File: src/rtl/pipe_ctrl_pkg.sv
// Purpose: shared types and constants for the pipeline stall/bubble/flush controller.
// Latency: n/a (types and constants only).
// Backpressure: n/a.
package pipe_ctrl_pkg;

  // Controller state: RUN while the pipe advances, MEM_WAIT while any memory port holds it
  typedef enum logic {
    RUN      = 1'b0,
    MEM_WAIT = 1'b1
  } state_t;

  // Pipeline register indices for the classic 5-stage pipe
  localparam int STG_IFID  = 0;
  localparam int STG_IDEX  = 1;
  localparam int STG_EXMEM = 2;
  localparam int STG_MEMWB = 3;

  // Default parameter values for pipe_stall_ctrl
  localparam int DEF_NUM_PORTS    = 2;
  localparam int DEF_NUM_STAGES   = STG_MEMWB + 1;
  localparam int DEF_HAZARD_STAGE = STG_IDEX;
  localparam int DEF_FLUSH_STAGE  = STG_EXMEM;
  localparam int DEF_TIMEOUT      = 1024;
  localparam int DEF_CNT_W        = 32;

endpackage

File: src/rtl/sat_counter.sv
// Purpose: saturating up-counter with synchronous clear (clear wins over increment).
// Latency: count updates on the clock edge after inc/clr.
// Backpressure: none; holds at all-ones instead of wrapping.
// Ports: clk, rst (async, active-high), inc, clr, cnt[W-1:0].
module sat_counter #(
  parameter int W = 32
) (
  input  logic         clk,
  input  logic         rst,
  input  logic         inc,
  input  logic         clr,
  output logic [W-1:0] cnt
);

  always_ff @(posedge clk or posedge rst) begin
    if (rst) begin
      cnt <= '0;
    end else if (clr) begin
      cnt <= '0;
    end else if (inc && (cnt != {W{1'b1}})) begin
      cnt <= cnt + W'(1);
    end
  end

endmodule

File: src/rtl/pipe_stall_ctrl.sv
// Purpose: per-stage load/bubble/flush control from N memory ports, load-use hazard and branch flush.
// Latency: combinational; a cycle whose outstanding ports all respond releases the pipe in that same cycle.
// Backpressure: holds every stage while any port still waits; flushes seen during a hold are deferred to release.
// Ports: clk, rst (async, active-high); cache_access/mem_resp[NUM_PORTS]; hazard; flush;
//        load/bubble/flush_out[NUM_STAGES]; stall_cycles[CNT_W]; timeout (sticky watchdog).
// TIMEOUT must be at least 2.
module pipe_stall_ctrl
  import pipe_ctrl_pkg::*;
#(
  parameter int NUM_PORTS    = DEF_NUM_PORTS,
  parameter int NUM_STAGES   = DEF_NUM_STAGES,
  parameter int HAZARD_STAGE = DEF_HAZARD_STAGE,
  parameter int FLUSH_STAGE  = DEF_FLUSH_STAGE,
  parameter int TIMEOUT      = DEF_TIMEOUT,
  parameter int CNT_W        = DEF_CNT_W
) (
  input  logic                  clk,
  input  logic                  rst,
  input  logic [NUM_PORTS-1:0]  cache_access,
  input  logic [NUM_PORTS-1:0]  mem_resp,
  input  logic                  hazard,
  input  logic                  flush,
  output logic [NUM_STAGES-1:0] load,
  output logic [NUM_STAGES-1:0] bubble,
  output logic [NUM_STAGES-1:0] flush_out,
  output logic [CNT_W-1:0]      stall_cycles,
  output logic                  timeout
);

  localparam int WD_W = $clog2(TIMEOUT) + 1;

  state_t               state_q;
  state_t               state_d;
  logic [NUM_PORTS-1:0] done_q;
  logic [NUM_PORTS-1:0] need_v;
  logic [NUM_PORTS-1:0] wait_v;
  logic                 mem_hold;
  logic                 flush_pend_q;
  logic [WD_W-1:0]      wd_cnt;
  logic                 wd_trip;

  // A port that already responded during this hold stops needing service,
  // even though its request stays asserted until the pipe advances.
  assign need_v   = cache_access & ~done_q;
  assign wait_v   = need_v & ~mem_resp;
  assign mem_hold = |wait_v;

  // ---------------- FSM: state register ----------------
  always_ff @(posedge clk or posedge rst) begin
    if (rst) begin
      state_q <= RUN;
    end else begin
      state_q <= state_d;
    end
  end

  // ---------------- FSM: next state ----------------
  always_comb begin
    state_d = state_q;
    case (state_q)
      RUN:      if (mem_hold)  state_d = MEM_WAIT;
      MEM_WAIT: if (!mem_hold) state_d = RUN;
      default:  state_d = RUN;
    endcase
  end

  // ---------------- FSM: outputs ----------------
  always_comb begin
    load      = '0;
    bubble    = '0;
    flush_out = '0;
    if (!rst && !mem_hold) begin
      if (flush || flush_pend_q) begin
        // Flush wins over hazard: the instruction causing the hazard is being squashed anyway.
        load = '1;
        for (int s = 0; s < NUM_STAGES; s++) begin
          if (s < FLUSH_STAGE) flush_out[s] = 1'b1;
        end
      end else if (hazard) begin
        // Freeze the stages ahead of the hazard register and inject a NOP into it.
        for (int s = 0; s < NUM_STAGES; s++) begin
          load[s] = (s >= HAZARD_STAGE);
        end
        bubble[HAZARD_STAGE] = 1'b1;
      end else begin
        load = '1;
      end
    end
  end

  // Per-port completion tracking, deferred flush and sticky watchdog flag.
  // Everything tracked for a hold is dropped on the first non-held cycle.
  always_ff @(posedge clk or posedge rst) begin
    if (rst) begin
      done_q       <= '0;
      flush_pend_q <= 1'b0;
      timeout      <= 1'b0;
    end else begin
      if (mem_hold) begin
        done_q       <= done_q | (need_v & mem_resp);
        flush_pend_q <= flush_pend_q | flush;
      end else begin
        done_q       <= '0;
        flush_pend_q <= 1'b0;
      end
      if (wd_trip) timeout <= 1'b1;
    end
  end

  // Watchdog: counts MEM_WAIT cycles; timeout rises on the edge where the
  // count reaches TIMEOUT-1 with the hold still in place.
  sat_counter #(.W(WD_W)) u_wd_cnt (
    .clk (clk),
    .rst (rst),
    .inc (state_q == MEM_WAIT),
    .clr (state_q == RUN),
    .cnt (wd_cnt)
  );

  assign wd_trip = (state_q == MEM_WAIT) && mem_hold && (wd_cnt == WD_W'(TIMEOUT - 2));

  sat_counter #(.W(CNT_W)) u_stall_cnt (
    .clk (clk),
    .rst (rst),
    .inc (mem_hold),
    .clr (1'b0),
    .cnt (stall_cycles)
  );

endmodule

File: config.mk
export PLATFORM = sky130hd
export DESIGN_NAME = pipe_stall_ctrl
export DESIGN_NICKNAME = d
export VERILOG_FILES = /design/src/rtl/pipe_ctrl_pkg.sv /design/src/rtl/sat_counter.sv /design/src/rtl/pipe_stall_ctrl.sv
export SDC_FILE = /design/constraint.sdc
export NUM_CORES = 1
export LEC_CHECK = 0
export BUFFER_PORTS_ARGS = -buffer_cell sky130_fd_sc_hd__buf_2
export CAP_MARGIN = 20
export CORE_ASPECT_RATIO = 0.9
export CORE_MARGIN = 2
export CORE_UTILIZATION = 60
export DETAILED_ROUTE_END_ITERATION = 16
export PLACE_DENSITY_LB_ADDON = 0.12
export SKIP_CTS_REPAIR_TIMING = 1
export SYNTH_ARGS = -nofsm -noshare
export SYNTH_HDL_FRONTEND = slang
export SYNTH_HIERARCHICAL = 1
export SYNTH_SLANG_ARGS = --single-unit
File: constraint.sdc
create_clock -name clk -period 3.4 [get_ports clk]
set_input_delay 0.51 -clock clk [delete_from_list [all_inputs] [get_ports clk]]
set_output_delay 0.51 -clock clk [all_outputs]
set_load 0.01 [all_outputs]
Word-level counts from Yosys, hierarchy flattened
Cells that the tools add are included.

storage, ports and cells
  logic and storage cells = 41
  bits in read-only memories = 0
  RAM bits = 0
  register bits = 48
  output and inout bits = 45
  input port bits = 8
  bits in latches = 0
  memories = 0

cells by class
  muxes and demuxes = 13
  add/subtract/negate cells = 2
  bitwise gates (word level) = 7
  multipliers = 0
  shift-type cells = 0
  divide/modulo/power cells = 0
  order comparisons = 0
  reduce and logical (&&, ||, !) cells = 9
  eq/ne operators = 4

operator list
  kind                                                                      number
  32-bit by 1-bit adder with 32-bit output (second input constant)          1
  32-bit inequality test (second input constant)                            1
  11-bit two-way mux                                                        2
  11-bit by 1-bit adder with 11-bit output (second input constant)          1
  11-bit by 10-bit == test with 1-bit output (second input constant)        1
  11-bit inequality test (second input constant)                            1
  1-bit two-way mux                                                         7
  2-bit bitwise AND                                                         3
  2-bit two-way mux                                                         3
  1-bit logical AND                                                         5
  4-bit two-way mux                                                         1
  2-bit NOT                                                                 2
  1-bit logical NOT                                                         2
  2-bit by 1-bit inequality test with 1-bit output (second input constant)  1
  2-bit bitwise OR                                                          1
  2-bit OR reduction                                                        1
  1-bit logical OR                                                          1
  1-bit bitwise OR                                                          1

Depth between registers and ports, before layout
  word-level depth = 7
  depth in mapped cells = 8
  gate-level depth less buffers = 7

Modules after synthesis
Netlist, hierarchy kept.

by module, submodules not included
  module                     area each (sq um)  instances  seq. area each (sq um)  cells an instance
  sat_counter (u_stall_cnt)  1,740.4            1          800.8                   186
  sat_counter (u_wd_cnt)     743.2              1          275.3                   77
  pipe_stall_ctrl            312.8              1          125.1                   35

Least setup slack after synthesis
Ideal clock, no wire load.

  kind = input to register
  start point = input mem_resp[0]
  end point = register u_stall_cnt.cnt[19]
  slack = 922 ps
  stages on the path = 8
  arrival time = 2,401 ps
  setup time = 77 ps
  buffers on the path = 1
  required time = 3,323 ps
  path through = or3b_1 -> nand2_4 -> nand4_1 -> nor3_1 -> o311ai_1 -> buf_2 -> or4_1 -> a21oi_1

on the way
  cells in the longest elaborated chain, start to end = 4

RTL lines
  item                  RTL line               RTL
  start, declared       pipe_stall_ctrl.sv:20  input logic [NUM_PORTS-1:0] mem_resp,
  2-bit NOT             pipe_stall_ctrl.sv:45  assign wait_v = need_v & ~mem_resp;
  2-bit bitwise AND     pipe_stall_ctrl.sv:45
  2-bit OR reduction    pipe_stall_ctrl.sv:46  assign mem_hold = |wait_v;
  named net mem_hold    pipe_stall_ctrl.sv:37  logic mem_hold;
  1-bit logical AND     sat_counter.sv:20      end else if (inc && (cnt != {W{1'b1}})) begin
  end signal, assigned  sat_counter.sv:21      cnt <= cnt + W'(1);
  end, declared         sat_counter.sv:12      output logic [W-1:0] cnt

The timed path passes the listed nets, and every way through them passes these cells.
A chain may end at the register's enable or synchronous reset.

Worst setup path in the final report
  start point = register done_q[0]
  end point = register u_stall_cnt.cnt[27]

on the way
  cells in the longest elaborated chain, start to end = 5

RTL lines
  item                    RTL line                RTL
  start, declared         pipe_stall_ctrl.sv:34   logic [NUM_PORTS-1:0] done_q;
  start signal, assigned  pipe_stall_ctrl.sv:100  done_q <= done_q | (need_v & mem_resp);
  2-bit NOT               pipe_stall_ctrl.sv:44   assign need_v = cache_access & ~done_q;
  2-bit bitwise AND       pipe_stall_ctrl.sv:44
  2-bit bitwise AND       pipe_stall_ctrl.sv:45
  2-bit OR reduction      pipe_stall_ctrl.sv:46
  named net mem_hold      pipe_stall_ctrl.sv:37
  1-bit logical AND       sat_counter.sv:20

The timed path passes the listed nets, and every way through them passes these cells.

==> summary.md <==
| Metric | Value |
|---|---|
| Final setup viols | 0 |
| Post-synth ARST share | 100% |
| Max cap viols | 0 |
| WL final | between 6 and 7 mm |
| First-pass GRT wire length | roughly 10 mm |
| Largest net degree at the start of global routing | 33 |
| Synth area leaders | dfrtp_1 43%, a21oi_1 5.7%, o31ai_1 4.0% |
| Max Slew Vio Count | 0 |
| Design area | 3150 um2 |
| DIE AREA | about 5200 um2 |
| Worst-path clk slew | 0.09 ns |
| Initial antenna violation count | 0 |
| Slew HR | 44.3% |
| Post-DRT Antenna Nets | 0 |
| Critical path arrival | roughly 2.9 ns |
| PortBufs | 47 |
| Placed instance area | about 3000 um2 |
| Die Wd | 76.0 um |
| Seq/Total Area, Yosys | 43.0% |
| Initial Util | 62.7% |
| GRT Total Usage | 24.0% |
| Via density | around 6.2 |
| Inserted Clock Buffers | 5 |
| Num rows | 23 |
| Vias after detailed routing | between 2000 and 3000 |
| Clk_lat worst skew | approximately 0.31 ns |
| H-tree levels | 2 |
| RSZ-0062 raised after global routing | false |
| Least-Margin Pin Slew | 0.826 ns |
| Post-synthesis cell count | between 200 and 300 |
| Layout Skew | 0.0130 ns |
| Area of the core | between 4000 and 5000 um2 |
| Routed len/inst | about 15 um |
| Yosys top cell by area | dfrtp_1 |
| Root Buffer | clkbuf_8 |
| Endpoints failing hold | 0 |
| Num ports | between 50 and 60 |
| Post-Syn Area | approximately 2800 um2 |
| Number of global-route vias before repair | 2073 |
| Ys Warns | 6 |
| Fin crit share | approximately 80% |
| Top_reg_cell synth | dfrtp_1 |
| Buffer depth of the longest clock path | 2 |
| Grt total ovfl | 0 |
| HPWL after DPL | 4.22 mm |
| Drt first pass iters | 4 |
| RD Place Congestion | between 0.8 and 0.9 |
| # fillers | between 300 and 400 |
| Library cells used by synthesis | 54 |
| Power consumption | between 1000 and 1500 uW |
| Crit-path max FO | 15 |
| Fmax | ~380 MHz |
| Startpoint Class | flop |
| HP Class | input pin to async pin |
| TNS Setup | 0 ns |
| Power Density | 355 nW/um2 |
| Element type at the critical path end | flop |
| Clock Sinks | 48 |
| Top cell type's share of synthesized area | 43.0% |
| Antenna Cells | 0 |
| Die height | around 69 um |
| Fraction of layout cells with a size suffix above 1 | 21.2% |
| Status | finished, final reports clean |
| P&R area growth vs syn | 12.6% |
| Number of synthesized register bits | 48 |
| Leakage | 0.00136 uW |
| Max IR drop VDD | around 200 uV |
| CTS tree | done |
| Final net count | 354 |
| Number of synthesized flops with an enable pin | 0 |
| Critical path type | flop to flop |
| Final period demand of the worst path | 2.64 ns |
| DRC Markers | 0 |
| Syn avg cell area | 9.38 um2 |
| CP required | approximately 3.6 ns |
| Starting DRT DRC Count | 198 |
[cells by family (layout without fill, tap and decap cells)]
logic type               count (synthesis)  in the layout  synth area share [%]
multiplexers                             5              5                  2.24
AO/OA/AOI/OAI                           82             82                  19.6
AND/OR/NAND/NOR                        122            122                  26.4
XOR/XNOR                                 3              3                 0.940
adder cells (fa/ha/maj)                  2              2                 0.895
flip-flops                              48             48                  43.0
buffers and inverters                   35             73                  6.85
other                                    1             10                 0.134
[where the power goes]
part           internal (uW)  switching, uW
registers                581           14.7
clock network            241            194
logic                   29.7           57.6
total                    851            266
[through the flow]
stage / hold slack, ns / setup WS, ns / instances / utilization [%]
3_5_place_dp: 0.447 / 0.636 / 398 / 67.8
6_report: 0.138 / 0.757 / 407 / 70.6
4_1_cts: 0.132 / 0.721 / 406 / 70.5
5_1_grt: 0.140 / 0.553 / 407 / 70.6
2_1_floorplan: 0.289 / 0.922 / 307 / -
3_3_place_gp: 0.445 / 0.673 / 398 / 67.8
[cell type report]
cell class,instances,area [um2],share of cell area [%]
multi-input combinational,224,1440,45.6
timing repair buffer,50,255,8.10
clock buffer,6,82.6,2.62
sequential,48,1200,38.1
clock inverter,2,38.8,1.23
inverter,15,56.3,1.79
tap,62,77.6,2.46
[cells in the final DEF (no fill, tap or decap), drive strengths merged, types with 2 or more instances in the layout]
cell / netlist / routed
or3: 14 / 14
a21oi: 33 / 33
a41oi: 2 / 2
o21ai: 13 / 13
and2: 2 / 2
nor2: 14 / 14
o41ai: 2 / 2
or4: 15 / 15
clkbuf: 5 / 7
and3: 3 / 3
nand4: 14 / 14
nor4: 5 / 5
o311ai: 2 / 2
nor3b: 2 / 2
nand2: 16 / 16
a211oi: 5 / 5
nor2b: 5 / 5
buf: 15 / 49
xnor2: 2 / 2
ha: 2 / 2
or3b: 2 / 2
o31a: 2 / 2
a311oi: 3 / 3
inv: 15 / 15
dfrtp: 48 / 48
nand4b: 2 / 2
mux2: 4 / 4
nor3: 6 / 6
and4: 6 / 6
conb: 1 / 10
o31ai: 15 / 15
nand3: 14 / 14
[synthesized netlist by cell type (2+ instances only)]
| library cell | n |
|---|---|
| a211oi_1 | 4 |
| a21oi_1 | 32 |
| a311oi_2 | 2 |
| a41oi_1 | 2 |
| and2_1 | 2 |
| and3_1 | 3 |
| and4_1 | 6 |
| buf_2 | 2 |
| buf_4 | 11 |
| buf_6 | 2 |
| clkbuf_1 | 4 |
| dfrtp_1 | 48 |
| ha_1 | 2 |
| inv_1 | 15 |
| mux2_2 | 2 |
| mux2_4 | 2 |
| nand2_1 | 15 |
| nand3_1 | 14 |
| nand4_1 | 12 |
| nand4_2 | 2 |
| nand4b_1 | 2 |
| nor2_1 | 14 |
| nor2b_1 | 5 |
| nor3_1 | 6 |
| nor3b_1 | 2 |
| nor4_1 | 5 |
| o21ai_0 | 13 |
| o31a_1 | 2 |
| o31ai_1 | 15 |
| or3_1 | 13 |
| or3b_1 | 2 |
| or4_1 | 14 |
| xnor2_1 | 2 |
[state kept, by name, summed over array words and instances, names as in the netlist]
register	count
flush_pend_q	1
timeout	1
u_stall_cnt/cnt	32
u_wd_cnt/cnt	11
state_q	1
done_q	2
[layer usage]
layer | part of all wire (%) | vias to the layer above | wire length [um] | GRT usage (%)
met5 | 0 | - | 0 | 0
met4 | 0.69 | 0 | 42 | 6.82
met3 | 4.9 | 4 | 299 | 4.17
met2 | 48 | 76 | 2920 | 39.0
met1 | 46 | 1206 | 2800 | 33.9
li1 | - | 1222 | - | -
[final timing paths]
kind / from / to / slack [ns] / cells past startpoint
max in group asynchronous: rst / u_stall_cnt/cnt[28] / 2.75 / 3
worst min-delay path: rst / done_q[1] / 0.14 / 2
min in group clk: cache_access[1] / done_q[1] / 0.45 / 3
worst max-delay path: done_q[0] / u_stall_cnt/cnt[27] / 0.76 / 8
worst max register to register: done_q[0] / u_stall_cnt/cnt[27] / 0.76 / 8
worst min register to register: timeout / timeout / 0.46 / 1
[worst max-delay path: stages (launching register included)]
cell      delay (ns)
dfrtp_1         0.39
or3b_1          0.45
nand2_4         0.15
nand4_1         0.24
nor3_1          0.34
o311ai_1        0.15
buf_4           0.20
or4_1           0.50
a21oi_1         0.15
No activity file was read; power rests on OpenSTA's default activity.
